`src/rtl/score_pkg.sv`:
```
// Shared types and constants for the BCD score controller.
// Points are packed BCD; every nibble must stay in 0..9.
package score_pkg;

  localparam int BCD_W     = 4;
  localparam int NDIGITS   = 4;
  localparam int DIG_IDX_W = 2;

  localparam logic [15:0] MAX_SCORE = 16'h9999;

  localparam logic [15:0] PTS1_DEF = 16'h0010;
  localparam logic [15:0] PTS2_DEF = 16'h0030;
  localparam logic [15:0] PTS3_DEF = 16'h0050;
  localparam logic [15:0] PTS4_DEF = 16'h0080;

  typedef enum logic [1:0] {
    IDLE       = 2'd0,
    ADD        = 2'd1,
    WAIT_FRAME = 2'd2
  } state_t;

  // Only 1..4 cleared lines earn points; other counts are swallowed.
  function automatic logic lines_num_ok(input logic [2:0] n);
    return (n >= 3'd1) && (n <= 3'd4);
  endfunction

endpackage

```
`src/rtl/score_ctrl_if.sv`:
```
// Line-clear event handshake from the game logic into the score controller.
interface score_ctrl_if;

  logic       lines_valid;
  logic [2:0] lines_num;
  logic       lines_ready;

  modport master (output lines_valid, output lines_num, input  lines_ready);
  modport slave  (input  lines_valid, input  lines_num, output lines_ready);

endinterface

```
`src/rtl/bcd_digit_add.sv`:
```
// Single BCD digit adder with carry in/out; shared across digits by the FSM.
module bcd_digit_add
  import score_pkg::*;
(
  input  logic [BCD_W-1:0] a,
  input  logic [BCD_W-1:0] b,
  input  logic             cin,
  output logic [BCD_W-1:0] sum,
  output logic             cout
);

  localparam logic [BCD_W:0] RADIX = (BCD_W+1)'(10);

  logic [BCD_W:0] raw;

  always_comb begin
    raw = {1'b0, a} + {1'b0, b} + {{BCD_W{1'b0}}, cin};
    if (raw >= RADIX) begin
      sum  = BCD_W'(raw - RADIX);
      cout = 1'b1;
    end else begin
      sum  = raw[BCD_W-1:0];
      cout = 1'b0;
    end
  end

endmodule

```
`src/rtl/score_ctrl.sv`:
```
// BCD score accumulator: adds points one digit per cycle, commits to the
// display only on frame_start so the digit lookups never see a torn value.
module score_ctrl
  import score_pkg::*;
#(
  parameter logic [15:0] PTS1 = PTS1_DEF,
  parameter logic [15:0] PTS2 = PTS2_DEF,
  parameter logic [15:0] PTS3 = PTS3_DEF,
  parameter logic [15:0] PTS4 = PTS4_DEF
) (
  input  logic               clk,
  input  logic               rst_n,
  input  logic               game_rst,
  input  logic               frame_start,
  score_ctrl_if.slave        evt,
  output logic [15:0]        score_out,
  output logic               score_pend,
  output logic               overflow
);

  state_t                 state_reg,  state_next;
  logic [15:0]            work_reg,   work_next;
  logic [15:0]            addend_reg, addend_next;
  logic                   carry_reg,  carry_next;
  logic [DIG_IDX_W-1:0]   digit_reg,  digit_next;
  logic [15:0]            score_reg,  score_next;
  logic                   pend_reg,   pend_next;
  logic                   ovf_reg,    ovf_next;

  logic                   lines_ready;
  logic                   accept_ok;
  logic [15:0]            pts_sel;
  logic [BCD_W-1:0]       dig_a, dig_b, dig_sum;
  logic                   dig_cout;
  logic [15:0]            work_add;

  // A frame_start in WAIT_FRAME takes the cycle for the commit.
  assign lines_ready     = (state_reg == IDLE) || ((state_reg == WAIT_FRAME) && !frame_start);
  assign evt.lines_ready = lines_ready;
  assign accept_ok       = evt.lines_valid && lines_ready && lines_num_ok(evt.lines_num);

  always_comb begin
    pts_sel = 16'h0000;
    case (evt.lines_num)
      3'd1:    pts_sel = PTS1;
      3'd2:    pts_sel = PTS2;
      3'd3:    pts_sel = PTS3;
      3'd4:    pts_sel = PTS4;
      default: pts_sel = 16'h0000;
    endcase
  end

  assign dig_a = work_reg[digit_reg*BCD_W +: BCD_W];
  assign dig_b = addend_reg[digit_reg*BCD_W +: BCD_W];

  bcd_digit_add u_digit_add (
    .a    (dig_a),
    .b    (dig_b),
    .cin  (carry_reg),
    .sum  (dig_sum),
    .cout (dig_cout)
  );

  for (genvar gi = 0; gi < NDIGITS; gi++) begin : g_work_wr
    assign work_add[gi*BCD_W +: BCD_W] =
        (digit_reg == DIG_IDX_W'(gi)) ? dig_sum : work_reg[gi*BCD_W +: BCD_W];
  end

  always_comb begin
    state_next  = state_reg;
    work_next   = work_reg;
    addend_next = addend_reg;
    carry_next  = carry_reg;
    digit_next  = digit_reg;
    score_next  = score_reg;
    pend_next   = pend_reg;
    ovf_next    = ovf_reg;

    if (game_rst) begin
      state_next = IDLE;
      work_next  = 16'h0000;
      carry_next = 1'b0;
      digit_next = '0;
      score_next = 16'h0000;
      pend_next  = 1'b0;
      ovf_next   = 1'b0;
    end else begin
      case (state_reg)
        IDLE: begin
          if (accept_ok) begin
            addend_next = pts_sel;
            digit_next  = '0;
            carry_next  = 1'b0;
            state_next  = ADD;
          end
        end
        ADD: begin
          work_next  = work_add;
          carry_next = dig_cout;
          digit_next = digit_reg + 1'b1;
          if (digit_reg == DIG_IDX_W'(NDIGITS-1)) begin
            state_next = WAIT_FRAME;
            pend_next  = 1'b1;
            if (dig_cout) begin
              work_next = MAX_SCORE;
              ovf_next  = 1'b1;
            end
          end
        end
        WAIT_FRAME: begin
          if (frame_start) begin
            score_next = work_reg;
            pend_next  = 1'b0;
            state_next = IDLE;
          end else if (accept_ok) begin
            addend_next = pts_sel;
            digit_next  = '0;
            carry_next  = 1'b0;
            state_next  = ADD;
          end
        end
        default: state_next = IDLE;
      endcase
    end
  end

  always_ff @(posedge clk or negedge rst_n) begin
    if (!rst_n) begin
      state_reg  <= IDLE;
      work_reg   <= 16'h0000;
      addend_reg <= 16'h0000;
      carry_reg  <= 1'b0;
      digit_reg  <= '0;
      score_reg  <= 16'h0000;
      pend_reg   <= 1'b0;
      ovf_reg    <= 1'b0;
    end else begin
      state_reg  <= state_next;
      work_reg   <= work_next;
      addend_reg <= addend_next;
      carry_reg  <= carry_next;
      digit_reg  <= digit_next;
      score_reg  <= score_next;
      pend_reg   <= pend_next;
      ovf_reg    <= ovf_next;
    end
  end

  assign score_out  = score_reg;
  assign score_pend = pend_reg;
  assign overflow   = ovf_reg;

endmodule

```
`src/flat_wrapper.sv`:
```
// flat-port wrapper written by rule: the top's interface ports become plain ports
module score_ctrl_flat import score_pkg::*;
#(
  parameter logic [15:0] PTS1 = PTS1_DEF,
  parameter logic [15:0] PTS2 = PTS2_DEF,
  parameter logic [15:0] PTS3 = PTS3_DEF,
  parameter logic [15:0] PTS4 = PTS4_DEF
)
  (clk, rst_n, game_rst, frame_start, score_out, score_pend, overflow, evt_lines_valid, evt_lines_num, evt_lines_ready);
  score_ctrl_if evt_i ();
  input  logic clk;
  input  logic rst_n;
  input  logic game_rst;
  input  logic frame_start;
  output logic [15:0] score_out;
  output logic score_pend;
  output logic overflow;
  input wire logic [$bits(evt_i.lines_valid)-1:0] evt_lines_valid;
  input wire logic [$bits(evt_i.lines_num)-1:0] evt_lines_num;
  output wire logic [$bits(evt_i.lines_ready)-1:0] evt_lines_ready;
  assign evt_i.lines_valid = evt_lines_valid;
  assign evt_i.lines_num = evt_lines_num;
  assign evt_lines_ready = evt_i.lines_ready;
  score_ctrl #(.PTS1(PTS1), .PTS2(PTS2), .PTS3(PTS3), .PTS4(PTS4)) u_core (.clk(clk), .rst_n(rst_n), .game_rst(game_rst), .frame_start(frame_start), .evt(evt_i), .score_out(score_out), .score_pend(score_pend), .overflow(overflow));
endmodule
```
`config.mk`:
```
export PLATFORM = sky130hd
export DESIGN_NAME = score_ctrl_flat
export DESIGN_NICKNAME = d
export VERILOG_FILES = /design/src/rtl/score_pkg.sv /design/src/rtl/score_ctrl_if.sv /design/src/rtl/bcd_digit_add.sv /design/src/rtl/score_ctrl.sv /design/src/flat_wrapper.sv
export SDC_FILE = /design/constraint.sdc
export NUM_CORES = 1
export LEC_CHECK = 0
export CAP_MARGIN = 40
export CORE_MARGIN = 1
export CORE_UTILIZATION = 62
export CTS_BUF_LIST = sky130_fd_sc_hd__clkbuf_8
export CTS_CLUSTER_SIZE = 25
export DETAILED_ROUTE_END_ITERATION = 8
export PLACE_DENSITY_LB_ADDON = 0.08
export SLEW_MARGIN = 40
export SYNTH_ARGS = -nofsm -noshare
export SYNTH_HDL_FRONTEND = slang
export SYNTH_SLANG_ARGS = --single-unit
```
`constraint.sdc`:
```
create_clock -name clk -period 8.8 [get_ports clk]
set_input_delay 1.76 -clock clk [delete_from_list [all_inputs] [get_ports clk]]
set_output_delay 1.76 -clock clk [all_outputs]
set_load 0.02 [all_outputs]
```
## After elaboration in Yosys (flattened, before gate mapping)

Index checks and enable logic that the tools add are counted.
W data, S select, Z words.

- Reductions and logical operators: 21
- Shift-type cells: 2
- Muxes and demuxes: 38
- $add $sub $neg: 4
- Bitwise gates (word level): 1
- Eq/ne operators: 13
- Order comparisons: 3

Operators with widths:

| operator | count |
|---|---|
| $mux W16 | 9 |
| $pmux W16 S2 | 1 |
| $pmux W8 S4 | 1 |
| $shiftx A16 B5 Y4 | 2 |
| $mux W4 | 5 |
| $mux W2 | 7 |
| $pmux W2 S3 | 2 |
| $reduce_bool A2 Y1 | 6 |
| $mux W1 | 11 |
| $reduce_and A3 Y1 | 3 |
| $eq A2 B2 Y1 const B | 3 |
| $eq A3 B2 Y1 const B | 2 |
| $ne A3 B3 Y1 const B | 2 |
| $add A4 B4 Y5 | 1 |
| $add A5 B1 Y5 | 1 |
| $ge A5 B4 Y1 const B | 1 |
| $eq A2 B1 Y1 const B | 2 |
| $logic_and A1 B1 Y1 | 4 |
| $logic_not A2 Y1 | 2 |
| $reduce_and A2 Y1 | 2 |
| $reduce_bool A4 Y1 | 1 |
| $sub A4 B4 Y4 const B | 1 |
| $eq A3 B1 Y1 const B | 1 |
| $eq A3 B3 Y1 const B | 1 |
| other kinds (11) | 11 |

- Bits of input ports: 8
- Output and inout bits: 19
- Register bits: 55

## Depth between registers and ports, before layout

- Depth after elaboration: 10
- Mapped depth: 14
- Depth with buffers taken out: 13

## Hierarchy

A second synthesis with hierarchy kept.

- Cells, all modules: 282
- Area total of the unflattened synthesis: 2552.4 um^2

By module, submodules not included:

| module | cells each | times used | area an instance (um^2) |
|---|---|---|---|
| score_ctrl | 244 | 1 | 2229.6 |
| bcd_digit_add | 38 | 1 | 322.8 |

## Worst setup path after synthesis

OpenSTA, ideal clock, no wires.

- Kind: input port to output port
- From: input port frame_start
- To: output port evt_lines_ready
- Stages: 1
- Path buffers: 0
- Data arrival time: 2167 ps
- Data required time: 7040 ps
- Path slack: 4873 ps
- Cell sequence: a21oi_1

- Cells in the longest elaborated chain, start to end: 3

RTL lines:

| what | RTL line | source |
|---|---|---|
| start, declared | flat_wrapper.sv:14 | `input logic frame_start;` |
| $logic_not A1 Y1 | score_ctrl.sv:38 | `assign lines_ready = (state_reg == IDLE) \|\| ((state_reg == WAIT_FRAME) && !frame_start);` |
| $logic_and A1 B1 Y1 | score_ctrl.sv:38 |  |
| $logic_or A1 B1 Y1 | score_ctrl.sv:38 |  |
| end, declared | flat_wrapper.sv:20 | `output wire logic [$bits(evt_i.lines_ready)-1:0] evt_lines_ready;` |

No other way between the ends.

## Worst setup path after layout

Ends and elaborated chain as after synthesis.

==> summary by stage <==
Synthesis
The number of unique standard cell types used by synthesis is 42. The xor-xnor portion of the synthesized cell area is 1.548%. By area the synthesized netlist is led by sky130_fd_sc_hd__dfrtp_1 (49%), sky130_fd_sc_hd__a22o_1 (6.8%), sky130_fd_sc_hd__ha_1 (4.6%). The post-synthesis simple-gate area fraction is 9.232%.

The share of synthesized area occupied by flip-flops and latches is 49.31%. In this run the biggest area consumer among cell types represents 49.31% of the synthesized area. The most used flip-flop cell after synthesis is sky130_fd_sc_hd__dfrtp_1. In this run the cell area of the synthesized design comes to 2182 µm². After synthesis the netlist holds a flip-flop and latch count of 43. The post-synthesis mux area share is 5.791%.

The synthesized design contains 0 enable-type register cells. Counting every net in the synthesized netlist gives 213. The async set or reset register ratio after synthesis is 100.0%. After synthesis, the largest family of logic cells by area is compound AO/OA/AOI/OAI gates. Summing the areas of all compound-gate instances in the mapped netlist gives 23.74% of the synthesized area. Summed over all instances, the cell type with the most area after synthesis is sky130_fd_sc_hd__dfrtp_1. In the synthesized netlist, the number of instances is 195. The synthesis warning total is 0. Dividing the synthesized area by the synthesized cell count gives 11.19 µm². The synthesized netlist devotes 6.422% of its cell area to adder and majority cells.

Critical path
Setup slack on the worst reg-to-reg path comes out at 4870 ps. For the worst setup path, the data required time is 7040 ps. The most critical setup path has its startpoint at frame_start. The depth of the worst register-to-register path is 13. The critical path in this run is classified as input port to output port. For the worst setup path, the data arrival time is 3140 ps. The endpoint identified for the worst register-to-register timing path is u_core.work_reg[11]$_DFFE_PN0N_. Of all nets on the critical path, the largest fanout is 4. STA classifies the critical path startpoint as an input port. The endpoint of the most critical setup path is evt_lines_ready. The reg-to-reg critical path startpoint is u_core.digit_reg[0]$_DFFE_PN0P_. The worst setup path is captured at an output port.

Status
The run finished with clean final reports.

Global route
Global routing finished with a remaining overflow of 0. Global routing used 29.25% of the available tracks. The number of antenna violations at the first check in global routing is 0. The largest net degree at the start of global routing is 44. The via count of the first global-routing pass came to 1658. The first global-routing pass estimated 7769 µm of wire.

Route
The number of nets with antenna violations after detailed routing is 0. The number of detailed-routing iterations run before antenna repair is 7. In the routed layout, each cell is associated on average with a via count of 6.351. The final route contains 1702 vias. For this block, the routed nets add up to 4735 µm of wire. After the first detailed-routing iteration, the DRC count stood at 99. The residual DRC count is 0. In the final routed layout, each cell accounts on average for 17.67 µm.

CTS
Clock-pin slew was measured on the worst setup and hold paths at 70 ps. The longest clock path from root to sink contains 2 buffers. The tree built by TritonCTS fans out to 43 sinks.

CTS placed an instance of sky130_fd_sc_hd__clkbuf_8 at the clock tree root. The H-tree was split into 2 levels. Once the clock tree was built, the setup fixing pass inserted 0 buffers.

Buffers inserted to repair hold after CTS numbered 0. Clock tree synthesis inserted a total of 5 buffers. Once the clock tree was built, the resizer swapped 0 gates to a different size. The clock tree from TritonCTS is built.

The worst-skew pair later-pin latency is 300 ps.

Timing
The total of endpoints with negative setup slack in the final report is 0. The setup clock skew after layout is 5.470 ps. The accumulated negative setup slack is 0 ps. The hold violation total from the final report is 0. The relative slew slack is 52.23%. The final worst slack is 3903 ps. The final-report max-slew violation count is 0.

Setup repair after global routing left no endpoint under its margin. The post-route fraction of the period consumed by the critical path is 55.65%. The clock period minus worst slack is 4897 ps. Derived from the worst setup path, the maximum achievable clock frequency is 204.2 MHz. For the pin with the worst max-slew slack, the measured transition is 714.3 ps.

Floorplanning
The die is 61.33 µm wide. The floorplan step defined a die boundary enclosing 3761 µm². For this configuration, the core starts out at a cell density of 64.88%. 27 I/O pins were placed. The floorplan has 21 rows. The floorplan core area is 3363 µm². The height of the die is 61.33 µm.

Layout
The net count of the finished layout is 239. The final standard cell area without fillers is 2599 µm². The number of fill cells in the layout is 242.

From synthesis to final layout, the design area changed by 19.09%. The fraction of the core area covered by cells at the end of the flow is 77.27%. In the layout the commonest cells are sky130_fd_sc_hd__dfrtp_1 (43), sky130_fd_sc_hd__clkdlybuf4s50_1 (25), sky130_fd_sc_hd__a22o_1 (17). The share of cells above drive strength 1 is 10.36%.

The number of antenna repair diodes is 0. Leaving out fill and tap cells, the most frequent cell in the layout is sky130_fd_sc_hd__dfrtp_1. The number of non-filler instances in the completed layout is 268.

Placement
The number of instances in the placed design is 260. The count of input and output buffers is 26. The HPWL after detailed placement is 3620 µm.

The post-place instance area is 2481 µm². The placer's final routability congestion estimate is 0.9416. The worst slack at placement is 3910 ps.

Power
The internal power component is 0.3096 mW. The net switching power is 0.09861 mW. The part of the total power dissipated in the clock network is 38.9%. The largest vdd supply drop is 113.8 µV. The share of total power in combinational logic is 10.6%. The sequential share of power is 50.5%.

The proportion of total power due to net switching is 24.16%. The analysis attributes to cell leakage a power of 1.153 nW. In this run the power density over the cells is 157.1 nW/µm².

Worst hold path
The tightest min-delay check is of the flip-flop to flip-flop type.

Flow run
Across the run, the number of max-cap violations was 0.
-- cells by family after synthesis --
family                     Yosys count
xor gates and xnor gates             3
AOI/OAI and AO/OA                   69
DFF                                 43
buffers and inverters               23
adders and majority gates           10
and+or+nand+nor                     40
muxes                                7
-- per-stage QoR --
stage	hold WS (ps)	power, mW
2_1_floorplan	449.8	0.2368
5_1_grt	507.9	0.4241
3_3_place_gp	465.9	0.2506
3_5_place_dp	477.4	0.2527
6_report	486.7	0.4082
4_1_cts	495.3	0.4089
-- critical path: stages --
cell,delay (ps)
sky130_fd_sc_hd__clkdlybuf4s50_1,480
sky130_fd_sc_hd__a21oi_1,250
sky130_fd_sc_hd__clkdlybuf4s50_1,650
-- metal layers --
metal	global-route usage (%)	routed length, µm
met5	0	0
met1	35.77	1905
met3	8.613	307
met2	48.45	2442
met4	12.34	79
-- Yosys cell counts (2+ instances only) --
cell	count
sky130_fd_sc_hd__dfrtp_1	43
sky130_fd_sc_hd__a22o_1	17
sky130_fd_sc_hd__o21ai_0	16
sky130_fd_sc_hd__inv_1	15
sky130_fd_sc_hd__nand2_1	13
sky130_fd_sc_hd__clkbuf_1	8
sky130_fd_sc_hd__ha_1	8
sky130_fd_sc_hd__nor2_1	8
sky130_fd_sc_hd__a32o_1	7
sky130_fd_sc_hd__a21oi_1	6
sky130_fd_sc_hd__and2_1	4
sky130_fd_sc_hd__mux4_2	4
sky130_fd_sc_hd__a221o_1	3
sky130_fd_sc_hd__a22oi_1	3
sky130_fd_sc_hd__nand2b_1	3
sky130_fd_sc_hd__nor3_1	3
sky130_fd_sc_hd__a221oi_1	2
sky130_fd_sc_hd__a31oi_1	2
sky130_fd_sc_hd__fa_1	2
sky130_fd_sc_hd__nand3_1	2
sky130_fd_sc_hd__nor2b_1	2
sky130_fd_sc_hd__o21a_1	2
sky130_fd_sc_hd__o22ai_1	2
sky130_fd_sc_hd__xnor2_1	2
-- final cells by class --
type	count	area [µm²]	share of cell area, %
clock buffer	6	82.58	3.178
multi-input combinational	129	1026	39.48
sequential	43	1076	41.41
clock inverter	2	35.03	1.348
tap	46	57.56	2.215
inverter	15	56.30	2.167
timing repair buffer	27	265.3	10.21
-- worst min-delay path by stage --
stage	slack, ps	start	cells after the start	end
2_1_floorplan	450	u_core.carry_reg$_DFFE_PN0P_	2	u_core.carry_reg$_DFFE_PN0P_
3_3_place_gp	470	u_core.carry_reg$_DFFE_PN0P_	2	u_core.carry_reg$_DFFE_PN0P_
3_5_place_dp	480	u_core.carry_reg$_DFFE_PN0P_	2	u_core.carry_reg$_DFFE_PN0P_
4_1_cts	500	u_core.carry_reg$_DFFE_PN0P_	2	u_core.carry_reg$_DFFE_PN0P_
5_1_grt	510	u_core.addend_reg[4]$_DFFE_PN0P_	1	u_core.addend_reg[4]$_DFFE_PN0P_
6_report	490	u_core.carry_reg$_DFFE_PN0P_	2	u_core.carry_reg$_DFFE_PN0P_
-- power by group through the flow --
stage / clock [mW] / sequential (mW) / combinational [mW]
2_1_floorplan: 0 / 0.208 / 0.0293
3_3_place_gp: 0 / 0.210 / 0.0408
3_5_place_dp: 0 / 0.210 / 0.0427
4_1_cts: 0.160 / 0.206 / 0.0432
5_1_grt: 0.170 / 0.207 / 0.0478
6_report: 0.159 / 0.206 / 0.0434
No activity file was read; power rests on OpenSTA's default activity.
